File: src/rtl/mem_access_pkg.sv
// Shared types and defaults for the dual-read data memory access controller.
package mem_access_pkg;

  localparam int unsigned ADDR_W_DEF = 6;
  localparam int unsigned DATA_W_DEF = 8;
  localparam int unsigned MEM_DEPTH  = 64;

  typedef enum logic [2:0] {
    IDLE,
    WRITE,
    ISSUE,
    CAPTURE,
    RESP
  } state_e;

endpackage

File: src/rtl/mem_access_ctrl.sv
// Request/response controller for a data memory with one write and two read ports.
// Optional MEM_ACCESS_WR_RSP_EN: stores also return a (zero-data) response.
module mem_access_ctrl
  import mem_access_pkg::*;
#(
  parameter int unsigned ADDR_W = ADDR_W_DEF,
  parameter int unsigned DATA_W = DATA_W_DEF
) (
  input  logic              clk,
  input  logic              rst,
  input  logic              req_valid,
  output logic              req_ready,
  input  logic              req_write,
  input  logic [ADDR_W-1:0] req_addr1,
  input  logic [ADDR_W-1:0] req_addr2,
  input  logic [DATA_W-1:0] req_wdata,
  output logic              rsp_valid,
  input  logic              rsp_ready,
  output logic [DATA_W-1:0] rsp_data1,
  output logic [DATA_W-1:0] rsp_data2,
  output logic              busy,
  output logic              mem_enable,
  output logic              mem_read_writenot,
  output logic [ADDR_W-1:0] mem_read_address1,
  output logic [ADDR_W-1:0] mem_read_address2,
  output logic [ADDR_W-1:0] mem_write_address,
  output logic [DATA_W-1:0] mem_in_data,
  input  logic [DATA_W-1:0] mem_out_data1,
  input  logic [DATA_W-1:0] mem_out_data2
);

  state_e            state_q, state_d;
  logic [ADDR_W-1:0] addr1_q, addr2_q;
  logic [DATA_W-1:0] wdata_q;

  // Request direction is carried by the state itself after acceptance.
  always_comb begin
    state_d           = state_q;
    req_ready         = 1'b0;
    busy              = 1'b1;
    rsp_valid         = 1'b0;
    mem_enable        = 1'b0;
    mem_read_writenot = 1'b1;
    mem_read_address1 = '0;
    mem_read_address2 = '0;
    mem_write_address = '0;
    mem_in_data       = '0;
    case (state_q)
      IDLE: begin
        req_ready = 1'b1;
        busy      = 1'b0;
        if (req_valid) state_d = req_write ? WRITE : ISSUE;
      end
      WRITE: begin
        mem_enable        = 1'b1;
        mem_read_writenot = 1'b0;
        mem_write_address = addr1_q;
        mem_in_data       = wdata_q;
`ifdef MEM_ACCESS_WR_RSP_EN
        state_d = RESP;
`else
        state_d = IDLE;
`endif
      end
      ISSUE: begin
        mem_enable        = 1'b1;
        mem_read_address1 = addr1_q;
        mem_read_address2 = addr2_q;
        state_d           = CAPTURE;
      end
      CAPTURE: state_d = RESP;
      RESP: begin
        rsp_valid = 1'b1;
        if (rsp_ready) state_d = IDLE;
      end
      default: state_d = IDLE;
    endcase
  end

  always_ff @(posedge clk or negedge rst) begin
    if (!rst) begin
      state_q   <= IDLE;
      addr1_q   <= '0;
      addr2_q   <= '0;
      wdata_q   <= '0;
      rsp_data1 <= '0;
      rsp_data2 <= '0;
    end else begin
      state_q <= state_d;
      if (state_q == IDLE && req_valid) begin
        addr1_q <= req_addr1;
        addr2_q <= req_addr2;
        wdata_q <= req_wdata;
      end
      if (state_q == CAPTURE) begin
        rsp_data1 <= mem_out_data1;
        rsp_data2 <= mem_out_data2;
      end
`ifdef MEM_ACCESS_WR_RSP_EN
      if (state_q == WRITE) begin
        rsp_data1 <= '0;
        rsp_data2 <= '0;
      end
`endif
    end
  end

endmodule
File: config.mk
export PLATFORM = sky130hd
export DESIGN_NAME = mem_access_ctrl
export DESIGN_NICKNAME = d
export VERILOG_FILES = /design/src/rtl/mem_access_pkg.sv /design/src/rtl/mem_access_ctrl.sv
export SDC_FILE = /design/constraint.sdc
export NUM_CORES = 1
export LEC_CHECK = 0
export CORE_MARGIN = 10
export CORE_UTILIZATION = 40
export CTS_CLUSTER_DIAMETER = 120
export CTS_CLUSTER_SIZE = 10
export DETAILED_ROUTE_END_ITERATION = 8
export HOLD_SLACK_MARGIN = 0.08
export PLACE_DENSITY = 0.79
export SYNTH_ARGS = -nofsm -noshare
export SYNTH_HDL_FRONTEND = slang
export SYNTH_SLANG_ARGS = --single-unit
File: constraint.sdc
create_clock -name clk -period 2 [get_ports clk]
set_clock_uncertainty 0.05 [all_clocks]
set_input_delay 0.2 -clock clk [delete_from_list [all_inputs] [get_ports clk]]
set_output_delay 0.2 -clock clk [all_outputs]
set_load 0.05 [all_outputs]
==> results of run 1 <==
per-stage QoR:
step | utilization | hold WS, ns
after floorplan | - | -0.146
after global placement | 0.681 | 0.303
after detailed placement | 0.681 | 0.313
after CTS | 0.703 | 0.459
after global routing | 0.704 | 0.466
final | 0.704 | 0.458
metal layers:
| layer | track usage | wire (um) | up-vias |
|---|---|---|---|
| li1 | - | - | 604 |
| met1 | 0.137 | 1750 | 621 |
| met2 | 0.243 | 2820 | 39 |
| met3 | 0.0631 | 391 | 4 |
| met4 | 0.0217 | 25 | 0 |
| met5 | 0 | 0 | - |
power by group:
group | switching (uW) | total (uW) | internal, uW
clock network | 278 | 521 | 242
registers | 295 | 1490 | 1200
logic | 2150 | 3980 | 1840
total | 2720 | 5990 | 3270
what timing repair did:
action,in CTS,in global routing
hold buffers,1,0
resized for setup,0,2
endpoints found under the setup margin,0,26
endpoints found under the hold margin,39,0
worst register-to-register path, cell delays in order, from the launching register on:
cell and delay [ns]:
dfrtp_1 0.51, nor4b_4 0.39, buf_12 0.24, mux2_4 0.32
worst paths after layout:
path | startpoint | end | slack [ns] | depth (start not counted)
setup / recovery | state_q[2] | mem_read_address2[0] | 0.13 | 4
hold / removal | wdata_q[4] | wdata_q[4] | 0.46 | 1
setup reg to reg | state_q[2] | addr1_q[2] | 0.39 | 3
hold reg to reg | wdata_q[4] | wdata_q[4] | 0.46 | 1
max in group asynchronous | rst | state_q[0] | 0.80 | 2
min in group asynchronous | rst | addr2_q[3] | 0.50 | 2
cells in the mapped netlist (all sizes together):
cell / count
a21oi: 1
and2: 26
buf: 6
clkbuf: 2
dfrtp: 39
inv: 2
mux2: 36
nand2: 1
nand3b: 1
nor2: 2
nor2b: 1
nor3: 1
nor3b: 3
nor4b: 1
o21a: 1
or3: 1
or4b: 1
xnor2: 1
layout make-up:
type,instances,area share
clock buffer,5,0.0223
clock inverter,3,0.00649
inverter,2,0.00243
multi-input combinational,77,0.251
sequential,39,0.317
tap,52,0.0211
timing repair buffer,91,0.380
registers in the layout, summed over array words and instances (netlist names):
signal and count:
rsp_data1 8, rsp_data2 8, wdata_q 8, addr1_q 6
addr2_q 6, state_q 3
cell usage in the layout, fill, tap and decap left out:
master / n
buf_2: 1
mux2_4: 20
and2_1: 26
buf_4: 6
a21oi_1: 1
nor4b_4: 1
clkdlybuf4s50_1: 55
o21a_1: 1
or3_1: 1
mux2_2: 16
dfrtp_1: 37
nor3b_1: 2
nor3b_2: 1
buf_12: 28
nor3_1: 1
nor2_1: 2
clkbuf_8: 5
dlygate4sd3_1: 1
nor2b_1: 1
or4b_1: 1
xnor2_1: 1
inv_1: 2
dfrtp_2: 2
nand2_1: 1
clkinvlp_4: 2
clkinv_2: 1
nand3b_4: 1
logic make-up (layout without fill, tap and decap cells):
group | Yosys count | in the layout | share of synthesized area
compound gates | 2 | 2 | 0.00685
xor+xnor | 1 | 1 | 0.00480
buf+inv | 10 | 101 | 0.0411
flops | 39 | 39 | 0.535
mux | 36 | 36 | 0.263
simple gates | 38 | 38 | 0.149
==> results.ini, run 1 <==
[layout]
seqCellArea_um2 = 978
multi_input_area_um2 = 774
stdcell_area_um2 = 3090
nNetsFinal = 257
layout.cells.non_filler = 269
diodes = 0
nFillCells = 276
drive_gt1_frac = 0.387
syn2layout_area_growth_pct = 69.0

[pwr]
p_leak_uw = 0.00135
p_per_area_nw_per_um2 = 1940
vdd_drop_max_uv = 1170
total_power_uw = 5990

[synthesis]
syn-cell-area_um2 = 1830
yosysSeqAreaShare = 0.535
synth_nets = 167
syn_inst = 126
yosys.area.top_type = dfrtp_1
synth_area_per_cell_um2 = 14.5
ys_seq_elements = 39
yosys_warnings = 0
synth_area_leaders = dfrtp_1, mux2_4, mux2_2
ys_types = 21
yosys.area.top_type_share = 0.535

[placement]
post-place-cells = 260
dp_hpwl_um = 4060
gp_congestion = 0.746
place_ws_ns = 0.298
portBuffers = 87
place_area_um2 = 2980

[critical_path]
worstPathRequired_ns = 1.75
crit_family = flip-flops
max_stage_delay_ns = 0.51
crit_path_top_delay_cell = dfrtp_1
path_cells = nor3b_1 -> buf_4 -> and2_1 -> buf_12
end_kind = output pin
worstSetupPathType = register to output pin
cp.arrival_ns = 1.62
start_kind = register
critPathBufInv = 2
cp_max_fo = 12

[flow_run]
maxCapViolations = 0

[routing]
routed_wl_um = 4990
ant_nets = 0
route.detailed.drc = 0
dr_total_vias = 1268
viasPerCell = 4.71
wl_per_cell_um = 18.5
first_iter_violations = 87
dr.pass1.iters = 4

[clock_network]
cts_max_path_buffers = 2
post_cts_buffers = 0
cts-root-buf = clkbuf_8
insertion_delay_ns = 0.29
clkSinkCount = 39
htree_levels = 2
cts_buffers = 5
cts_tree = built
path_clk_slew_ns = 0.08

[global_route]
grt_max_degree = 40
first_global_vias = 1435
grt_pass1_wl_um = 7880
grt-ovfl-total = 0
track_usage = 0.133
antenna_found_initial = 0

[floorplanning]
fp.dieArea_um2 = 7670
start_util = 0.416
die_w_um = 87.6
rows = 24
coreArea_um2 = 4380
die_h_um = 87.6
ioPinCount = 88

[timing]
max_freq_ghz = 0.534
slew_headroom = 0.440
worst_slack_ns = 0.129
slew_violations = 0
worst_pin_slew_ns = 0.841
period_needed_ns = 1.87
hold_violations = 0
setup_viol = 0
rsz0062_at_grt = no
finalCritPeriodShare = 0.935
tns_ns = 0

[status]
status = finished, final reports clean

[worst_hold_path]
hold_class = register to register

Power figures use the tool's default switching activity.
==> inputs of run 2 (changes only) <==
--- a/config.mk
+++ b/config.mk
@@ -11,6 +11,7 @@
 export CTS_CLUSTER_SIZE = 10
 export DETAILED_ROUTE_END_ITERATION = 8
 export HOLD_SLACK_MARGIN = 0.08
+export MAX_ROUTING_LAYER = met4
 export PLACE_DENSITY = 0.79
 export SYNTH_ARGS = -nofsm -noshare
 export SYNTH_HDL_FRONTEND = slang
==> run 2 against run 1 <==
Net effect: non-clock buffer count is the same; die area did not move; fmax is essentially flat; largest cell class unchanged; largest power group unchanged.
==> results.ini, run 2 (synthesis results as in run 1) <==
[pwr]
vdd_drop_max_uv = 1170  ; -0.28%
p_leak_uw = 0.00135  ; unchanged
p_sw_uw = 2720  ; about the same
total_power_uw = 5990  ; about the same
combinationalPowerShare = 0.664  ; about the same
switching_share = 0.454  ; about the same
p_per_area_nw_per_um2 = 1940  ; about the same
pwr-share-clk = 0.087  ; about the same
cellInternalPower_uw = 3270  ; about the same
seq_power_share = 0.249  ; about the same

[status]
status = finished, final reports clean

[global_route]
grt-ovfl-total = 0  ; unchanged
track_usage = 0.138  ; +0.00463
grt_max_degree = 40  ; unchanged
antenna_found_initial = 0  ; unchanged
first_global_vias = 1435  ; unchanged
grt_pass1_wl_um = 7870  ; about the same

[layout]
nFillCells = 276  ; unchanged
final_common_cell = clkdlybuf4s50_1
syn2layout_area_growth_pct = 69.0  ; unchanged
postLayoutCoreUtil = 0.704  ; unchanged
mostFrequentLayoutCells = clkdlybuf4s50_1, dfrtp_1, buf_12
multi_input_area_um2 = 774  ; unchanged
diodes = 0  ; unchanged
nNetsFinal = 257  ; unchanged
drive_gt1_frac = 0.387  ; unchanged
seqCellArea_um2 = 978  ; unchanged
reg_top3 = rsp_data1 x8, rsp_data2 x8, wdata_q x8

[timing]
tns_ns = 0  ; unchanged
worst_pin_slew_ns = 0.850  ; +0.00947 ns
finalCritPeriodShare = 0.936  ; about the same
slew_violations = 0  ; unchanged
slew_headroom = 0.433  ; -0.00632
max_freq_ghz = 0.534  ; about the same
whs_ns = 0.457  ; -0.000793 ns
rsz0062_at_grt = no
hold_violations = 0  ; unchanged
period_needed_ns = 1.87  ; +0.000128 ns
setup_viol = 0  ; unchanged

[routing]
ant_nets = 0  ; unchanged
first_iter_violations = 79  ; -9.2%
route.detailed.drc = 0  ; unchanged
dr_total_vias = 1280  ; +0.95%
wl_per_cell_um = 18.6  ; +0.20%
maxUsedRoutingLayer = met4
met3RoutedLength_um = 310  ; -21%
viasPerCell = 4.76  ; +0.95%
dr.pass1.iters = 4  ; unchanged
wirelength_met1_um = 1830  ; +4.4%
routed_wl_um = 5000  ; +0.20%
routed-wl-met2_um = 2830  ; +0.50%

[critical_path]
end_kind = output pin
path_cells = nor3b_1 -> buf_4 -> and2_1 -> buf_12
reg2reg_setup_slack_ns = 0.39  ; about the same
r2r_start = state_q[2]
r2r-end = addr1_q[2]
start_kind = register
reg2reg_depth = 3  ; unchanged
worstPathRequired_ns = 1.75  ; about the same
crit_path_top_delay_cell = dfrtp_1
max_stage_delay_ns = 0.51  ; about the same
cp.arrival_ns = 1.62  ; about the same
cp_max_fo = 12  ; unchanged
worstSetupPathType = register to output pin

[placement]
gp_congestion = 0.755  ; +1.3%
portBuffers = 87  ; unchanged
dp_hpwl_um = 4060  ; unchanged

[worst_hold_path]
hold_class = register to register
min-delay-start = wdata_q[4]
hold_end = wdata_q[4]
holdPathStages = 1  ; unchanged

[clock_network]
cts_max_path_buffers = 2  ; unchanged
insertion_delay_ns = 0.28  ; about the same
cts_tree = built
cts_buffers = 5  ; unchanged
clkSinkCount = 39  ; unchanged
path_clk_slew_ns = 0.08  ; about the same
htree_levels = 2  ; unchanged
cts-root-buf = clkbuf_8

[floorplanning]
fp.dieArea_um2 = 7670  ; unchanged
die_w_um = 87.6  ; unchanged
rows = 24  ; unchanged
start_util = 0.416  ; unchanged
coreArea_um2 = 4380  ; unchanged
ioPinCount = 88  ; unchanged
die_h_um = 87.6  ; unchanged

[flow_run]
maxCapViolations = 0  ; unchanged

[run 2: metal layers]
| metal | GRT usage | up-vias |
|---|---|---|
| li1 | - | 602 |
| met1 | 0.147 | 636 |
| met2 | 0.239 | 38 |
| met3 | 0.0548 | 4 |
| met4 | 0.0217 | 0 |
| met5 | - | - |
[run 2: worst max-delay path, delay by kind of cell (launching register included)]
family        cells  cell delay, ns
simple gates      2            0.47
flops             1            0.51
buf+inv           2            0.36
[run 2: repair_timing]
| action | 4_1_cts | 5_1_grt |
|---|---|---|
| hold endpoints to repair | 39 | 0 |
| resized for setup | 0 | 2 |
| setup endpoints to repair | 0 | 26 |
| hold buffers | 1 | 0 |
| setup buffers | 0 | 0 |
[run 2: area by class of cell]
cell class                 instances  area share
clock buffer                       5      0.0223
clock inverter                     3     0.00649
inverter                           2     0.00243
multi-input combinational         77       0.251
sequential                        39       0.317
tap                               52      0.0211
timing repair buffer              91       0.380
[run 2: stage by stage]
step	worst slack, ns	cell area (um2)	cells
after floorplan	0.0845	1830	126
after global routing	0.0431	3090	269
after CTS	0.0117	3080	269
after detailed placement	0.298	2980	260
final	0.129	3090	269
after global placement	0.339	2980	260
[run 2: power groups by stage]
stage	clock network (uW)	registers, uW	logic (uW)
floorplan	0	1950	1960
global placement	0	1480	3970
detailed placement	0	1500	4030
CTS	533	1490	4030
global route	571	1550	4150
finish	519	1490	3980
[run 2: worst max-delay path by stage]
stage / depth (start not counted) / from / end
finish: 4 / state_q[2] / mem_read_address2[0]
global route: 4 / state_q[2] / mem_read_address2[0]
CTS: 4 / state_q[1] / mem_read_address2[0]
detailed placement: 4 / req_valid / addr2_q[1]
global placement: 4 / req_valid / addr1_q[0]
floorplan: 2 / state_q[0] / rsp_valid
